[config.mk]
export PLATFORM = sky130hd
export DESIGN_NAME = elevator_controller_flat
export DESIGN_NICKNAME = d
export VERILOG_FILES = /design/src/rtl/elevator_pkg.sv /design/src/rtl/elevator_if.sv /design/src/rtl/elevator_timer.sv /design/src/rtl/elevator_controller.sv /design/src/flat_wrapper.sv
export SDC_FILE = /design/constraint.sdc
export NUM_CORES = 1
export LEC_CHECK = 0
export CORE_ASPECT_RATIO = 0.75
export CORE_MARGIN = 1.5
export CORE_UTILIZATION = 38
export DETAILED_ROUTE_END_ITERATION = 12
export SLEW_MARGIN = 20
export SYNTH_ARGS = -nofsm -noshare
export SYNTH_HDL_FRONTEND = slang
export SYNTH_SLANG_ARGS = --single-unit
[constraint.sdc]
create_clock -name clk -period 2 [get_ports clk]
set_input_delay 0.3 -clock clk [delete_from_list [all_inputs] [get_ports clk]]
set_output_delay 0.3 -clock clk [all_outputs]
set_load 0.1 [all_outputs]
[src/rtl/elevator_pkg.sv]
// Shared types, sizes and small helpers for the four-floor elevator controller.
package elevator_pkg;
  localparam int NFLOORS = 4;
  localparam int FLOOR_W = 2;
  localparam int CABIN_W = 4 * NFLOORS;

  typedef enum logic [1:0] {ST_IDLE, ST_MOVE, ST_DOOR} state_t;
  typedef enum logic [1:0] {DIR_IDLE = 2'b00, DIR_UP = 2'b01, DIR_DOWN = 2'b10} dir_t;

  function automatic logic [NFLOORS-1:0] floor_bit(input logic [FLOOR_W-1:0] f);
    return NFLOORS'(1) << f;
  endfunction

  // Lights the 4-bit column of the cabin matrix belonging to floor f.
  function automatic logic [CABIN_W-1:0] cabin_pattern(input logic [FLOOR_W-1:0] f);
    return CABIN_W'(4'hF) << {f, 2'b00};
  endfunction
endpackage

[src/rtl/elevator_if.sv]
// Call inputs, timing strobe and status outputs of the elevator controller.
interface elevator_if;
  import elevator_pkg::*;

  logic               tick;
  logic [NFLOORS-1:0] call_req;
  logic [NFLOORS-1:0] pending;
  logic [FLOOR_W-1:0] floor;
  logic [1:0]         dir;
  logic               moving;
  logic               door_open;
  logic [CABIN_W-1:0] cabin;

  modport master (output tick, call_req,
                  input  pending, floor, dir, moving, door_open, cabin);
  modport slave  (input  tick, call_req,
                  output pending, floor, dir, moving, door_open, cabin);
endinterface

[src/rtl/elevator_timer.sv]
// Tick counter: done pulses combinationally on the LIMIT-th enabled tick, then wraps to 0.
module elevator_timer #(
  parameter int LIMIT = 4
) (
  input  logic clk,
  input  logic reset,
  input  logic clear,
  input  logic enable,
  output logic done
);
  logic [3:0] count_reg;

  assign done = enable && (count_reg == 4'(LIMIT - 1));

  always_ff @(posedge clk) begin
    if (reset || clear) begin
      count_reg <= '0;
    end else if (done) begin
      count_reg <= '0;
    end else if (enable) begin
      count_reg <= count_reg + 4'd1;
    end
  end
endmodule

[src/rtl/elevator_controller.sv]
// Four-floor elevator FSM (IDLE/MOVE/DOOR) with latched calls and tick-paced travel/door timing.
module elevator_controller
  import elevator_pkg::*;
#(
  parameter int TRAVEL_TICKS = 4,
  parameter int DOOR_TICKS   = 3
) (
  input  logic       clk,
  input  logic       reset,
  elevator_if.slave  bus
);
  state_t             state_reg;
  dir_t               dir_reg;
  dir_t               start_dir;
  logic [FLOOR_W-1:0] floor_reg;
  logic [FLOOR_W-1:0] floor_step;
  logic [NFLOORS-1:0] pending_reg;
  logic [NFLOORS-1:0] req_all;
  logic [NFLOORS-1:0] above;
  logic [NFLOORS-1:0] below;
  logic [CABIN_W-1:0] cabin_reg;
  logic               moving_reg;
  logic               door_reg;
  logic               travel_done;
  logic               door_done;

  // Decisions see this cycle's calls too, so a call at the current floor opens the door in one clk.
  assign req_all = pending_reg | bus.call_req;

  for (genvar gi = 0; gi < NFLOORS; gi++) begin : g_side
    assign above[gi] = req_all[gi] && (gi > int'(floor_reg));
    assign below[gi] = req_all[gi] && (gi < int'(floor_reg));
  end

  assign floor_step = (dir_reg == DIR_DOWN) ? floor_reg - 2'd1 : floor_reg + 2'd1;

  always_comb begin
    start_dir = DIR_UP;
    if (dir_reg == DIR_UP)        start_dir = (|above) ? DIR_UP : DIR_DOWN;
    else if (dir_reg == DIR_DOWN) start_dir = (|below) ? DIR_DOWN : DIR_UP;
    else                          start_dir = (|above) ? DIR_UP : DIR_DOWN;
  end

  // Timers are held clear outside their state, so a tick on the entry edge is not counted.
  elevator_timer #(.LIMIT(TRAVEL_TICKS)) u_travel (
    .clk(clk), .reset(reset), .clear(state_reg != ST_MOVE),
    .enable(bus.tick && state_reg == ST_MOVE), .done(travel_done)
  );

  elevator_timer #(.LIMIT(DOOR_TICKS)) u_door (
    .clk(clk), .reset(reset), .clear(state_reg != ST_DOOR),
    .enable(bus.tick && state_reg == ST_DOOR), .done(door_done)
  );

  always_ff @(posedge clk) begin
    if (reset) begin
      state_reg   <= ST_IDLE;
      floor_reg   <= '0;
      dir_reg     <= DIR_IDLE;
      pending_reg <= '0;
      moving_reg  <= 1'b0;
      door_reg    <= 1'b0;
      cabin_reg   <= cabin_pattern('0);
    end else begin
      pending_reg <= req_all;
      case (state_reg)
        ST_IDLE: begin
          if (req_all[floor_reg]) begin
            state_reg   <= ST_DOOR;
            door_reg    <= 1'b1;
            pending_reg <= req_all & ~floor_bit(floor_reg);
          end else if (req_all == '0) begin
            dir_reg <= DIR_IDLE;
          end else begin
            state_reg  <= ST_MOVE;
            moving_reg <= 1'b1;
            dir_reg    <= start_dir;
          end
        end
        ST_MOVE: begin
          if (travel_done) begin
            floor_reg <= floor_step;
            cabin_reg <= cabin_pattern(floor_step);
            if (req_all[floor_step]) begin
              state_reg   <= ST_DOOR;
              moving_reg  <= 1'b0;
              door_reg    <= 1'b1;
              pending_reg <= req_all & ~floor_bit(floor_step);
            end
          end
        end
        ST_DOOR: begin
          pending_reg <= req_all & ~floor_bit(floor_reg);
          if (door_done) begin
            state_reg <= ST_IDLE;
            door_reg  <= 1'b0;
          end
        end
        default: state_reg <= ST_IDLE;
      endcase
    end
  end

  // A target is always pending ahead while moving, so stepping past the end floors must never happen.
  no_wrap: assert property (@(posedge clk) disable iff (reset)
    !(travel_done && ((dir_reg == DIR_UP && floor_reg == 2'd3) ||
                      (dir_reg == DIR_DOWN && floor_reg == 2'd0))));

  assign bus.pending   = pending_reg;
  assign bus.floor     = floor_reg;
  assign bus.dir       = dir_reg;
  assign bus.moving    = moving_reg;
  assign bus.door_open = door_reg;
  assign bus.cabin     = cabin_reg;
endmodule

[src/flat_wrapper.sv]
// flat-port wrapper written by rule: the top's interface ports become plain ports
module elevator_controller_flat import elevator_pkg::*;
#(
  parameter int TRAVEL_TICKS = 4,
  parameter int DOOR_TICKS   = 3
)
  (clk, reset, bus_tick, bus_call_req, bus_pending, bus_floor, bus_dir, bus_moving, bus_door_open, bus_cabin);
  elevator_if bus_i ();
  input  logic clk;
  input  logic reset;
  input wire logic [$bits(bus_i.tick)-1:0] bus_tick;
  input wire logic [$bits(bus_i.call_req)-1:0] bus_call_req;
  output wire logic [$bits(bus_i.pending)-1:0] bus_pending;
  output wire logic [$bits(bus_i.floor)-1:0] bus_floor;
  output wire logic [$bits(bus_i.dir)-1:0] bus_dir;
  output wire logic [$bits(bus_i.moving)-1:0] bus_moving;
  output wire logic [$bits(bus_i.door_open)-1:0] bus_door_open;
  output wire logic [$bits(bus_i.cabin)-1:0] bus_cabin;
  assign bus_i.tick = bus_tick;
  assign bus_i.call_req = bus_call_req;
  assign bus_pending = bus_i.pending;
  assign bus_floor = bus_i.floor;
  assign bus_dir = bus_i.dir;
  assign bus_moving = bus_i.moving;
  assign bus_door_open = bus_i.door_open;
  assign bus_cabin = bus_i.cabin;
  elevator_controller #(.TRAVEL_TICKS(TRAVEL_TICKS), .DOOR_TICKS(DOOR_TICKS)) u_core (.clk(clk), .reset(reset), .bus(bus_i));
endmodule
**Word level (Yosys, flattened, before mapping)**

Index checks and enable logic that the tools add are counted.

- Output and inout port bits: 26
- Register bits: 36

- Equal/unequal tests: 15
- Bitwise logic cells: 6
- Multiplexer cells: 30
- Reduce and logical (&&, ||, !) cells: 25
- $lt $le $gt $ge: 8
- $add $sub $neg: 4
- Shifts and indexed selects: 3

Operators by type and width:

| kind | number |
|---|---|
| $mux 2 | 11 |
| $shl 4x4->16 const A | 1 |
| $mux 4 | 3 |
| $pmux 4 s3 | 1 |
| $logic_and 1x1->1 | 10 |
| $mux 1 | 10 |
| $reduce_and 5->1 | 2 |
| $add 4x1->4 const B | 2 |
| $and 4x4->4 | 2 |
| $eq 4x2->1 const B | 2 |
| $ne 2x1->1 const B | 4 |
| $ne 2x2->1 const B | 4 |
| $not 4->4 | 2 |
| $shl 1x2->4 const A | 2 |
| $lt 2x3->1 const B | 2 |
| $pmux 2 s3 | 1 |
| $reduce_or 3->1 | 2 |
| $bmux 1 s2 | 2 |
| $eq 2x1->1 const B | 2 |
| $eq 2x2->1 const B | 2 |
| $gt 2x2->1 const A | 2 |
| $logic_not 4->1 | 1 |
| $lt 1x2->1 const A | 2 |
| $or 4x4->4 | 1 |
| 15 further kinds | 18 |

**Depth between registers and ports, before layout**

Gate-level depths: netlist of the first run.

- Depth in word-level cells: 8
- Gate-level depth with buffers: 8
- Mapped depth without buffers: 6

**By module**

Synthesis of the first run repeated with hierarchy kept, for this count alone.

- Cells, all modules: 150
- Area total of the unflattened synthesis: 1,356.3 um2

By module, submodules not included:

| module | instances | cells each | sequential area each (um2) | area each (um2) |
|---|---|---|---|---|
| elevator_controller | 1 | 114 | 320.3 | 957.2 |
| elevator_timer (u_core.u_door) | 1 | 19 | 80.1 | 209.0 |
| elevator_timer (u_core.u_travel) | 1 | 17 | 80.1 | 190.2 |

**Worst setup path before layout of the first run**

No wires, ideal clock.

- Path kind: register to register
- From: register u_core.floor_reg[1] (netlist: u_core.bus.floor[1])
- To: register u_core.state_reg[1]
- Buffers on the path: 0
- Setup time: 0.120 ns
- Required time: 1.880 ns
- Cell stages (with the launch flop): 7
- Arrival time: 2.532 ns
- Path slack: -0.651 ns
- Period minus slack after synthesis: 2.651 ns
- Path through: dfxtp_1 > inv_1 > ha_1 > xor2_1 > mux2i_1 > nor2_1 > o31a_1

- Cells in the longest elaborated chain, start to end: 6
- Elaborated cells between the ends (all ways): 12
- Those cells by class: add/sub (2); eq/ne (2); mux (7); reduce/logical (1)

Ends and longest elaborated chain:

| what | RTL line | source |
|---|---|---|
| start: declaration | elevator_controller.sv:15 | `logic [FLOOR_W-1:0] floor_reg;` |
| start signal: assignment | elevator_controller.sv:82 | `floor_reg <= floor_step;` |
| $add 2x1->2 / $sub 2x1->2 (equally long branches) | elevator_controller.sv:35 | `assign floor_step = (dir_reg == DIR_DOWN) ? floor_reg - 2'd1 : floor_reg + 2'd1;` |
| $mux 2 | elevator_controller.sv:35 |  |
| $bmux 1 s2 | elevator_controller.sv:84 | `if (req_all[floor_step]) begin` |
| $mux 1 (implied by the code) | elevator_controller.sv:84 |  |
| $ne 2x2->1 (no source line) | -- |  |
| $reduce_and 4->1 (no source line) | -- |  |
| end signal: assignment | elevator_controller.sv:85 | `state_reg <= ST_DOOR;` |
| end signal: assignment | elevator_controller.sv:95 | `state_reg <= ST_IDLE;` |
| end signal: assignment | elevator_controller.sv:99 | `default: state_reg <= ST_IDLE;` |
| end: declaration | elevator_controller.sv:12 | `state_t state_reg;` |

Several ways; a longest one is shown, not always the timed one. The select of a mux whose other input is x is not followed.
A chain may end at the register's enable or synchronous reset.

**Final worst setup path of the first run**

- From: register u_core.floor_reg[0] (netlist: u_core.bus.floor[0])
- To: register u_core.state_reg[1]

Same word-level chain as after synthesis.

==> impl_results.md, run 1 <==
- Commonest cells after routing, fill and taps aside: 44 x buf_4, 21 x nor2_1, 16 x dfxtp_1, 12 x nand2_1, 11 x a21oi_1
- Total global routing overflow: 0
- CP Launch Type: register
- Pin count of the biggest net entering global routing: 15
- Initial antenna violation count: 0
- Leakage: between 0.7 and 0.8 nW
- Synth Cell Area: 1340 sq um
- Via-per-instance ratio: 5.19
- Vias: 1205
- Routability cong.: between 0.9 and 1
- Commonest non-fill, non-tap cell in the layout: buf_4
- Reg-to-reg endpoint: u_core.state_reg[1]
- Later-pin clock latency in the skew report: ~0.26 ns
- Post-CTS setup buffer count: 0
- Vias in the first global route: roughly 1100
- TritonCTS Buffers: 3
- R2R setup slack: approximately 0.068 ns
- Slew headroom: 0.591
- Rows: 18
- Final period utilization: 0.966
- Die X: ~70 um
- Setup Crit Path Kind: reg -> reg
- Pwr Density: just under 700 nW/um^2
- Routed WL: 3.10 mm
- Clock-pin slew on the worst setup and hold paths: 0.08 ns
- Worst Skew: approximately 0.0044 ns
- CTS Sinks: 24
- Main flop type after synthesis: dfxtp_1
- Number of flops mapped to enable cells by yosys: 0
- Filler Cell Count: 322
- Fmax: between 500 and 600 MHz
- Die H: between 50 and 60 um
- Placed instance area: roughly 1700 sq um
- Layout cell share with drive strength beyond 1: 0.328
- Worst vdd ir: approximately 0.51 mV
- Syn Area/Cell: about 8.6 sq um
- Root Driver: clkbuf_8
- Syn Nets: 170
- Final Instance Area: ~1700 sq um
- Seq cells post-synth: 24
- Post-synthesis cell count: around 160
- CP Capture Type: register
- Setup_tns: 0 ns
- IO Pins: 33
- Final slew viol count: 0
- Worst hold margin: between 0.4 and 0.5 ns
- Worst Hold End: u_core.bus.door_open
- Yosys cell types: just over 40
- Global-route wire length before repair: a little over 5 mm
- H-tree depth: 1
- Synth warn: 0
- CTS Buffer Depth: 2
- Initial Util: 0.402
- CTS tree: done
- Status: complete, no violations
- Unrepaired setup endpoints after global routing: true
- Min Tclk post-route: 1.93 ns
- Initial DRC Count: 38
- Worst Tran Pin Value: between 0.6 and 0.7 ns
- Number of nets with antenna violations after routing: 0
- Total die area: 3900 sq um
- Hold Crit Depth: 2
- Final hold violations: 0
- Setup-failing EPs final: 0
- Hpwl dp: about 2.5 mm
- CP arrival: between 2 and 2.5 ns
- Core ar.: between 3000 and 4000 sq um
- Register area share after synthesis: 0.359
- Drt wl/cell: 13.4 um
- TritonRoute pass-1 iters: 6
- Worst reg2reg path startpoint: u_core.bus.floor[0]
- Worst-path fanout max: 5
- Hold Startpoint: u_core.bus.door_open
- # port buffers: 32
- Asr flop ratio synth: 0
- Area growth, synth to finish: 28.5%
- CP required: between 2 and 2.5 ns
- R2R depth: 6
- GRT Total Usage: 0.170
- Diode count: 0
- Final nets: around 210
- Hold Crit Class: reg -> reg
- # Max-Cap Violations: 0
- DRC violations left: 0
cells in the mapped netlist (2+ instances only):
library cell  count  area (sq um)
a2111oi_0         3          26.3
a211oi_1          2          15.0
a21o_1            2          15.0
a21oi_1          11          55.1
buf_2             2          10.0
buf_4            12          90.1
buf_6             2          22.5
clkbuf_1          2          7.51
dfxtp_1          24           480
ha_1              7          87.6
inv_1             6          22.5
mux2i_1           2          20.0
nand2_1          12          45.0
nand2b_1          3          18.8
nand4_1           2          12.5
nor2_1           21          78.8
nor3_1            8          40.0
o21ai_0           4          20.0
o22ai_1           2          12.5
o31a_1            2          17.5
xnor2_1           4          35.0
xor2_1            4          35.0
layer usage:
metal / part of all wire / up-vias / track usage
met1: 0.49 / 547 / 0.224
met4: 0.0023 / 0 / 0.0283
met3: 0.087 / 2 / 0.0589
met2: 0.42 / 48 / 0.277
met5: 0 / - / 0
li1: - / 608 / -
metrics by stage:
step / worst slack (ns) / instances / utilization / power (mW)
after floorplan: -0.0426 / 156 / - / 0.786
after CTS: 0.0883 / 232 / 0.516 / 1.21
after global placement: -0.0184 / 228 / 0.500 / 0.886
final: 0.0682 / 232 / 0.517 / 1.20
after detailed placement: -0.0646 / 228 / 0.500 / 0.886
after global routing: -0.0000993 / 232 / 0.517 / 1.26
timing repair:
item | in CTS | in global routing
gates resized for setup | 0 | 1
hold buffers | 0 | 0
setup endpoints to repair | 0 | 1
worst max path at each step:
stage | depth (start not counted) | slack (ns) | from | end
3_5_place_dp | 5 | -0.06 | bus_tick | u_core.bus.pending[1]
6_report | 6 | 0.07 | u_core.bus.floor[0] | u_core.state_reg[1]
4_1_cts | 6 | 0.09 | u_core.bus.floor[0] | u_core.state_reg[1]
5_1_grt | 6 | -0.0001 | u_core.bus.floor[0] | u_core.bus.pending[2]
3_3_place_gp | 6 | -0.02 | bus_tick | u_core.bus.pending[2]
2_1_floorplan | 6 | -0.04 | u_core.bus.floor[0] | u_core.state_reg[1]
where the power goes:
| part | total, mW | switching, mW | leakage (nW) | internal, mW |
|---|---|---|---|---|
| registers | 0.537 | 0.0304 | 0.199 | 0.507 |
| clock network | 0.321 | 0.145 | 0.0288 | 0.175 |
| logic | 0.341 | 0.233 | 0.500 | 0.108 |
| total | 1.20 | 0.409 | 0.728 | 0.790 |
cell families after synthesis:
group                      count (synthesis)  share of synthesized area
DFF                                       24                      0.359
adders and majority gates                  7                     0.0654
and+or+nand+nor                           54                      0.191
muxes                                      4                     0.0401
buffers and inverters                     24                      0.114
xor gates and xnor gates                   8                     0.0523
AOI/OAI and AO/OA                         35                      0.178
area by class of cell:
cell class              instances  area [sq um]  area share
multi-input cells             108           708       0.411
flip-flops and latches         24           495       0.288
repair buffers                 50           390       0.227
clock buffers                   4          55.1      0.0320
inverters                       6          22.5      0.0131
well taps                      40          50.0      0.0291
critical path: stages (launching register included):
cell	delay, ns
dfxtp_4	0.35
inv_1	0.19
ha_1	0.31
xor2_1	0.26
mux2i_1	0.35
nor2_1	0.09
o31a_1	0.28
(Power assumes the default switching activity.)
==> inputs of run 2 (changes only) <==
- CTS_BUF_LIST: unset -> sky130_fd_sc_hd__clkbuf_4 sky130_fd_sc_hd__clkbuf_8
- MAX_ROUTING_LAYER: unset -> met4
==> impl_results.md, run 2 (synthesis results as in run 1) <==
- Setup-failing EPs final: 0 (unchanged)
- Final nets: 208 (+0.48%)
- TritonRoute pass-1 iters: 6 (unchanged)
- Vias: 1205 (unchanged)
- Reg-to-reg endpoint: u_core.state_reg[1]
- Worst Hold End: u_core.bus.door_open
- Routability cong.: 0.935 (+1.9%)
- Final hold violations: 0 (unchanged)
- Number of nets with antenna violations after routing: 0 (unchanged)
- IO Pins: 33 (unchanged)
- Status: complete, no violations
- Clock-pin slew on the worst setup and hold paths: 0.09 ns (about the same)
- Commonest cells after routing, fill and taps aside: 45 x buf_4, 21 x nor2_1, 16 x dfxtp_1, 12 x nand2_1, 11 x a21oi_1
- Vias in the first global route: 1023 (-5.4%)
- Hold Crit Depth: 2 (unchanged)
- Min Tclk post-route: 1.88 ns (-0.0508 ns)
- Rows: 18 (unchanged)
- # Max-Cap Violations: 0 (unchanged)
- Via-per-instance ratio: 5.17 (-0.43%)
- Final Power: 1.21 mW (+1.2%)
- Worst reg2reg path startpoint: u_core.bus.floor[0]
- DRC violations left: 0 (unchanged)
- Pwr Density: 699 nW/um^2 (+0.35%)
- Pre-CTS WS: -0.0257 ns (+0.0389 ns)
- Diode count: 0 (unchanged)
- Die X: 71.6 um (unchanged)
- R2R setup slack: 0.12 ns (+0.05 ns)
- Hold Crit Class: reg -> reg
- Initial antenna violation count: 0 (unchanged)
- R2R depth: 6 (unchanged)
- Worst Tran Pin Value: 0.523 ns (-0.0882 ns)
- Fmax: 532 MHz (+2.7%)
- CTS tree: done
- Leakage: 0.734 nW (+0.87%)
- Worst vdd ir: 0.413 mV (-19%)
- Area of the multi-input gates: 716 sq um (+1.1%)
- Core ar.: 3330 sq um (unchanged)
- # port buffers: 32 (unchanged)
- Area growth, synth to finish: 29.6%
- Initial DRC Count: 66 (+74%)
- Slew headroom: 0.650 (+0.0590)
- Final slew viol count: 0 (unchanged)
- CTS Sinks: 24 (unchanged)
- Commonest non-fill, non-tap cell in the layout: buf_4
- Resized cells post-CTS: 0 (unchanged)
- CP arrival: 2.05 ns (-0.04 ns)
- Die H: 54.4 um (unchanged)
- Hold Buf Count CTS: 0 (unchanged)
- Hold Startpoint: u_core.bus.door_open
- Reg area: 495 sq um (unchanged)
- Total die area: 3900 sq um (unchanged)
- CTS Buffer Depth: 2 (unchanged)
- Filler Cell Count: 325 (+0.93%)
- Unrepaired setup endpoints after global routing: false
- CP Capture Type: register
- Initial Util: 0.402 (unchanged)
- Final period utilization: 0.941 (-0.0254)
- Worst-path fanout max: 5 (unchanged)
- Routed WL: 3.10 mm (about the same)
- H-tree depth: 1 (unchanged)
- Total global routing overflow: 0 (unchanged)
- CP required: 2.17 ns (about the same)
- Post-CTS setup buffer count: 0 (unchanged)
- Worst Skew: 0.00520 ns (+0.000840 ns)
- Final WS setup: 0.119 ns (+0.0508 ns)
- Root Driver: clkbuf_8
- Later-pin clock latency in the skew report: 0.27 ns (about the same)
- CP Launch Type: register
- GRT Total Usage: 0.171 (+0.00148)
- Pin count of the biggest net entering global routing: 15 (unchanged)
- Hpwl dp: 2.46 mm (-0.71%)
- Drt wl/cell: 13.3 um (-0.36%)
- Global-route wire length before repair: 4.94 mm (-1.8%)
- Layout cell share with drive strength beyond 1: 0.337 (+0.00866)
- Setup Crit Path Kind: reg -> reg
- TritonCTS Buffers: 3 (unchanged)
## run 2: cell types whose count changed in the layout (fill, tap and decap cells not counted), sizes merged
cell	change
buf	+1
## run 2: report_power, final
part | switching (mW) | internal (mW) | total [mW]
clock | 0.160 | 0.176 | 0.336
combinational | 0.231 | 0.108 | 0.339
sequential | 0.0313 | 0.507 | 0.538
## run 2: critical path: stages (launching register included)
cell and delay [ns]:
dfxtp_4 0.35, inv_1 0.18, ha_1 0.32, xor2_1 0.24, mux2i_1 0.32, nor2_1 0.09
o31a_1 0.27
## run 2: worst max path at each step
stage | end | cells after the start | slack (ns) | from
detailed placement | u_core.bus.pending[1] | 5 | -0.03 | bus_tick
global placement | u_core.bus.pending[3] | 5 | -0.01 | bus_tick
floorplan | u_core.state_reg[1] | 6 | -0.04 | u_core.bus.floor[0]
CTS | u_core.state_reg[1] | 6 | 0.14 | u_core.bus.floor[0]
finish | u_core.state_reg[1] | 6 | 0.12 | u_core.bus.floor[0]
global route | u_core.state_reg[1] | 6 | 0.005 | u_core.bus.floor[0]
## run 2: layout make-up
| class | count | share of cell area |
|---|---|---|
| timing repair buffer | 51 | 0.229 |
| sequential | 24 | 0.285 |
| clock buffer | 4 | 0.0317 |
| inverter | 6 | 0.0130 |
| multi-input combinational | 108 | 0.412 |
| tap | 40 | 0.0288 |
## run 2: layer usage
layer,track usage,wire [um]
met1,0.232,1600
met2,0.263,1330
met3,0.0405,150
met4,0.0377,27
met5,-,0
## run 2: through the flow
step / hold slack [ns] / instance area, sq um / cells / util / setup TNS (ns)
after global placement: 0.443 / 1670 / 229 / 0.502 / -0.0183
after CTS: 0.474 / 1730 / 233 / 0.518 / 0
after floorplan: 0.462 / 1360 / 156 / - / -0.0426
final: 0.468 / 1740 / 233 / 0.521 / 0
after global routing: 0.507 / 1740 / 233 / 0.521 / 0
after detailed placement: 0.456 / 1670 / 229 / 0.502 / -0.0546
==> inputs of run 3 (changes only) <==
- GPL_TIMING_DRIVEN: unset -> 0
- HOLD_SLACK_MARGIN: unset -> 0.03
==> impl_results.md, run 3 (synthesis results as in run 1) <==
- Pre-CTS WS: -0.164 ns (-0.138 ns)
- Commonest non-fill, non-tap cell in the layout: dlygate4sd2_1
- Setup Crit Path Kind: reg -> out
- Drt wl/cell: 13.7 um (+3.1%)
- Commonest cells after routing, fill and taps aside: 25 x dlygate4sd2_1, 19 x nor2_1, 16 x dfxtp_1, 14 x buf_4, 12 x nand2_1
- CTS Buffer Depth: 2 (unchanged)
- TritonRoute pass-1 iters: 10 (+4)
- Die H: 54.4 um (unchanged)
- Later-pin clock latency in the skew report: 0.26 ns (about the same)
- Status: complete, but fails checks
- Initial antenna violation count: 0 (unchanged)
- Worst Tran Pin Value: 0.967 ns (+0.444 ns)
- Leakage: 0.775 nW (+5.5%)
- Vias in the first global route: 1084 (+6.0%)
- Setup-failing EPs final: 0 (unchanged)
- Pin count of the biggest net entering global routing: 14 (-1)
- Reg area: 495 sq um (unchanged)
- Rows: 18 (unchanged)
- Number of nets with antenna violations after routing: 0 (unchanged)
- Worst Skew: 0.000771 ns (-0.00443 ns)
- Family with the most delay on the worst path: buffers and inverters
- DRC violations left: 1 (+1)
- Via-per-instance ratio: 5.17 (about the same)
- Hold Crit Class: in -> reg
- # Max-Cap Violations: 0 (unchanged)
- Failing checks: design-rule violations
- Routability cong.: 0.875 (-6.4%)
- Total global routing overflow: 0 (unchanged)
- Critical Path Max Stage Delay: 0.84 ns (+0.49 ns)
- Worst-path fanout max: 5 (unchanged)
- Clock-pin slew on the worst setup and hold paths: 0.08 ns (about the same)
- Layout cell share with drive strength beyond 1: 0.224 (-0.113)
- Global-route wire length before repair: 5.22 mm (+5.7%)
- Worst hold margin: 0.306 ns (-0.162 ns)
- GRT Total Usage: 0.178 (+0.00680)
- IO Pins: 33 (unchanged)
- Final core utilization: 0.534 (+0.0131)
- Final hold violations: 0 (unchanged)
- Root Driver: clkbuf_8
- Slew headroom: 0.358 (-0.292)
- Hpwl dp: 2.49 mm (+1.2%)
- Final nets: 207 (-0.48%)
- Cell count along the critical path: 2 (-4)
- CTS Sinks: 24 (unchanged)
- TritonCTS Buffers: 3 (unchanged)
- Total die area: 3900 sq um (unchanged)
- Final slew viol count: 0 (unchanged)
- Worst path cell trace: buf_4 > dlygate4sd2_1
- Filler Cell Count: 331 (+1.8%)
- Core ar.: 3330 sq um (unchanged)
- Area of the multi-input gates: 743 sq um (+3.8%)
- Finished Layout Cells: 232 (-0.43%)
- CP arrival: 1.64 ns (-0.41 ns)
- Buf/Inv on CP: 2 (+1)
- Pwr Density: 660 nW/um^2 (-5.5%)
- Vias: 1199 (-0.50%)
- Post-Place Cells: 226 (-1.3%)
- Fmax: 516 MHz (-3.0%)
- Area growth, synth to finish: 32.9%
- Routed WL: 3.19 mm (+2.6%)
- R2R depth: 6 (unchanged)
- CTS tree: done
- Hold Buf Count CTS: 0 (unchanged)
- CP required: 1.70 ns (-0.47 ns)
- Initial Util: 0.402 (unchanged)
- Hold Crit Depth: 3 (+1)
- CP Launch Type: register
- # port buffers: 30 (-6.3%)
- Final period utilization: 0.969 (+0.0287)
- Final WS setup: 0.0616 ns (-0.0573 ns)
- H-tree depth: 1 (unchanged)
- Die X: 71.6 um (unchanged)
- CP Capture Type: primary output
- Initial DRC Count: 49 (-26%)
- Diode count: 0 (unchanged)
- Slowest-stage cell, CP: dlygate4sd2_1
- Unrepaired setup endpoints after global routing: false
- Min Tclk post-route: 1.94 ns (+0.0573 ns)
- Worst vdd ir: 0.345 mV (-16%)
[run 3: cell count changes in the layout (fill, tap and decap cells not counted), moves of 2 or more]
cell / previous run / this run
buf_6: 0 / 2
buf_2: 0 / 2
nor2_2: 1 / 3
clkbuf_1: 0 / 2
clkdlybuf4s50_1: 6 / 4
nor2_1: 21 / 19
dlygate4sd2_1: 0 / 25
buf_4: 45 / 14
[run 3: final timing paths]
path         slack, ns            startpoint                           end
min reg2reg       0.48  u_core.bus.door_open          u_core.bus.door_open
min               0.31              bus_tick  u_core.u_travel.count_reg[0]
max reg2reg       0.13   u_core.bus.floor[1]           u_core.state_reg[1]
max               0.06   u_core.bus.cabin[7]                  bus_cabin[6]
[run 3: repair_timing]
| action | 4_1_cts | 5_1_grt |
|---|---|---|
| endpoints found under the setup margin | 28 | 5 |
| gates resized for setup | 29 | 4 |
| gates cloned | 0 | 0 |
| setup buffers | 0 | 2 |
| pin swaps | 0 | 1 |
[run 3: per-stage QoR]
step / total power, mW / TNS, ns / instance area [sq um]
after floorplan: 0.786 / -0.0426 / 1360
after global placement: 0.864 / -0.547 / 1710
after detailed placement: 0.865 / -0.461 / 1710
after CTS: 1.18 / 0 / 1750
after global routing: 1.23 / 0 / 1780
final: 1.18 / 0 / 1780
[run 3: cell type report]
class | count | area share
sequential | 24 | 0.278
clock buffer | 4 | 0.0309
tap | 40 | 0.0281
inverter | 6 | 0.0126
timing repair buffer | 32 | 0.160
multi-input combinational | 108 | 0.417
buffer | 18 | 0.0731
[run 3: power by group]
group	total [mW]	internal, mW	switching [mW]	leakage [nW]
Clock	0.327	0.176	0.152	0.0288
Sequential	0.536	0.507	0.0295	0.199
Combinational	0.312	0.0825	0.230	0.547
Total	1.18	0.765	0.411	0.775
[run 3: tightest hold or removal path, stage by stage]
cell and delay, ns:
buf_6 0.11, xnor2_1 0.06, nor2_1 0.07
[run 3: metal layers]
metal	vias up	part of all wire	track usage
met3	4	0.077	0.0424
li1	610	-	-
met4	0	0.0097	0.0283
met2	45	0.42	0.282
met5	-	0	-
met1	540	0.49	0.239
==> RTL edit (settings of run 2) <==
Change the package constant `FLOOR_W` from 2 to 3.
--- a/src/rtl/elevator_pkg.sv
+++ b/src/rtl/elevator_pkg.sv
@@ -3,3 +3,3 @@
   localparam int NFLOORS = 4;
-  localparam int FLOOR_W = 2;
+  localparam int FLOOR_W = 3;
   localparam int CABIN_W = 4 * NFLOORS;
Ports: changed (resized bus_floor); port bits go from 33 to 34. No check against the original RTL was run, so the function may have changed too.
==> RTL edit against run 2 <==
Worst setup slack lost 0.086 ns. Maximum frequency fell by 4.4%. Core utilization increased by 2.6 points. Die area grew 14%. Routed wire length is 19% higher. Sequential cell count rose by 1. Cell area grew 18%. Critical path depth did not move. Total power up 9.5%. Area after synthesis increased by 15%.
==> RTL edit: results <==
set metrics [dict create \
    routedWlPerCell_um 13.56 \
    nets 238 \
    avgSynthCellArea_um2 8.737 \
    grt_max_degree 15 \
    h-tree-depth 1 \
    clock_path_buffers 2 \
    clk_latency_ns 0.27 \
    path_clk_slew_ns 0.09 \
    hold_path.class "register to register" \
    synthDistinctLibCells 46 \
    drt_iter0_drc 103 \
    insertedDiodeCount 0 \
    synth.top_cells.by_area "dfxtp_1 (33%), ha_1 (7.3%), buf_4 (5.9%)" \
    place_congestion 0.8221 \
    worstPathMaxFanout 5 \
    dp_hpwl_um 3040 \
    antenna_found_initial 0 \
    drive_gt1_frac 0.3665 \
    finClkSkew_ns 0.001507 \
    ys_top_cells_by_count "dfxtp_1 (25), a21oi_1 (17), nor2_1 (16)" \
    io_buffers 33 \
    ys.flop_type "dfxtp_1" \
    place_ws_ns -0.2208 \
    area_delta_synth_final_pct 33.69 \
    async_flop_share 0 \
    cts_buffers 3 \
    ys_seq_area_frac 0.3255 \
    grt_use_total 0.1812 \
    finalNonFillerCells 273 \
    postPlaceCellArea_mm2 0.001981 \
    slew-limit-headroom 0.6375 \
    synth_warnings 0 \
    status "completed" \
    crit_arrival_ns 2.12 \
    num_vias 1381 \
    grt_pass1_vias 1281 \
    max-vdd-ir-drop_mv 0.3908 \
    cts_root_buf "clkbuf_8" \
    place_inst 268 \
    p_leak_nw 0.8140 \
    synth_nets 192 \
    grt_pass1_wl_um 6113 \
    n_fill_cell 350 \
    firstDrtPassIters 4 \
]
## RTL edit: changes by cell type in the layout (fill, tap and decap cells not counted), moves of 4 or more
cell      change
buf_4         +8
nor3_1        -7
nand3_1       +4
a211oi_1      +4
nor2_1        -5
a21oi_1       +4
## RTL edit: cells by family (layout without fill, tap and decap cells)
logic type	after synthesis	in the layout	share of synthesized area
xor gates and xnor gates	9	9	0.05614
and+or+nand+nor	60	60	0.2254
adders and majority gates	9	9	0.07323
buffers and inverters	27	72	0.09601
DFF	25	25	0.3255
AOI/OAI and AO/OA	43	43	0.1880
muxes	3	3	0.03580
## RTL edit: per-layer routing
metal  track usage  wire length, um  up-vias  share of wire
met5             -                0        -              0
met1        0.2502             1878      637           0.51
li1              -                -      707              -
met4       0.02381               18        0         0.0049
met3       0.04409              195        2          0.053
met2        0.2768             1608       35           0.43
## RTL edit: timing repair
action | in CTS | in global routing
hold buffers | 0 | 0
setup buffers | 0 | 1
resized for setup | 1 | 3
setup endpoints to repair | 4 | 7
pin swaps | 0 | 2
## RTL edit: final cells by class
cell class	count	share of cell area
inverters	9	0.01887
flip-flops and latches	25	0.2495
clock inverters	1	0.002435
well taps	52	0.03165
multi-input cells	124	0.4547
clock buffers	3	0.02009
repair buffers	59	0.2228
## RTL edit: power by group
group | internal (mW) | switching (mW) | leakage, nW
clock network | 0.139 | 0.160 | 0.0255
registers | 0.529 | 0.0263 | 0.207
logic | 0.164 | 0.310 | 0.581
total | 0.832 | 0.496 | 0.814
## RTL edit: final timing paths
path | end | cells after the start | slack (ns) | start
max | u_core.bus.pending[1] | 6 | 0.03 | u_core.bus.floor[1]
min | u_core.bus.cabin[14] | 2 | 0.51 | u_core.bus.cabin[14]
max reg2reg | u_core.bus.pending[1] | 6 | 0.03 | u_core.bus.floor[1]
min reg2reg | u_core.bus.cabin[14] | 2 | 0.51 | u_core.bus.cabin[14]
## RTL edit: worst max-delay path, stage by stage, from the launching register on
cell and delay, ns:
dfxtp_4 0.36, inv_4 0.04, ha_4 0.25, xnor2_4 0.17, mux4_2 0.60, a211oi_4 0.29
a211oi_1 0.13
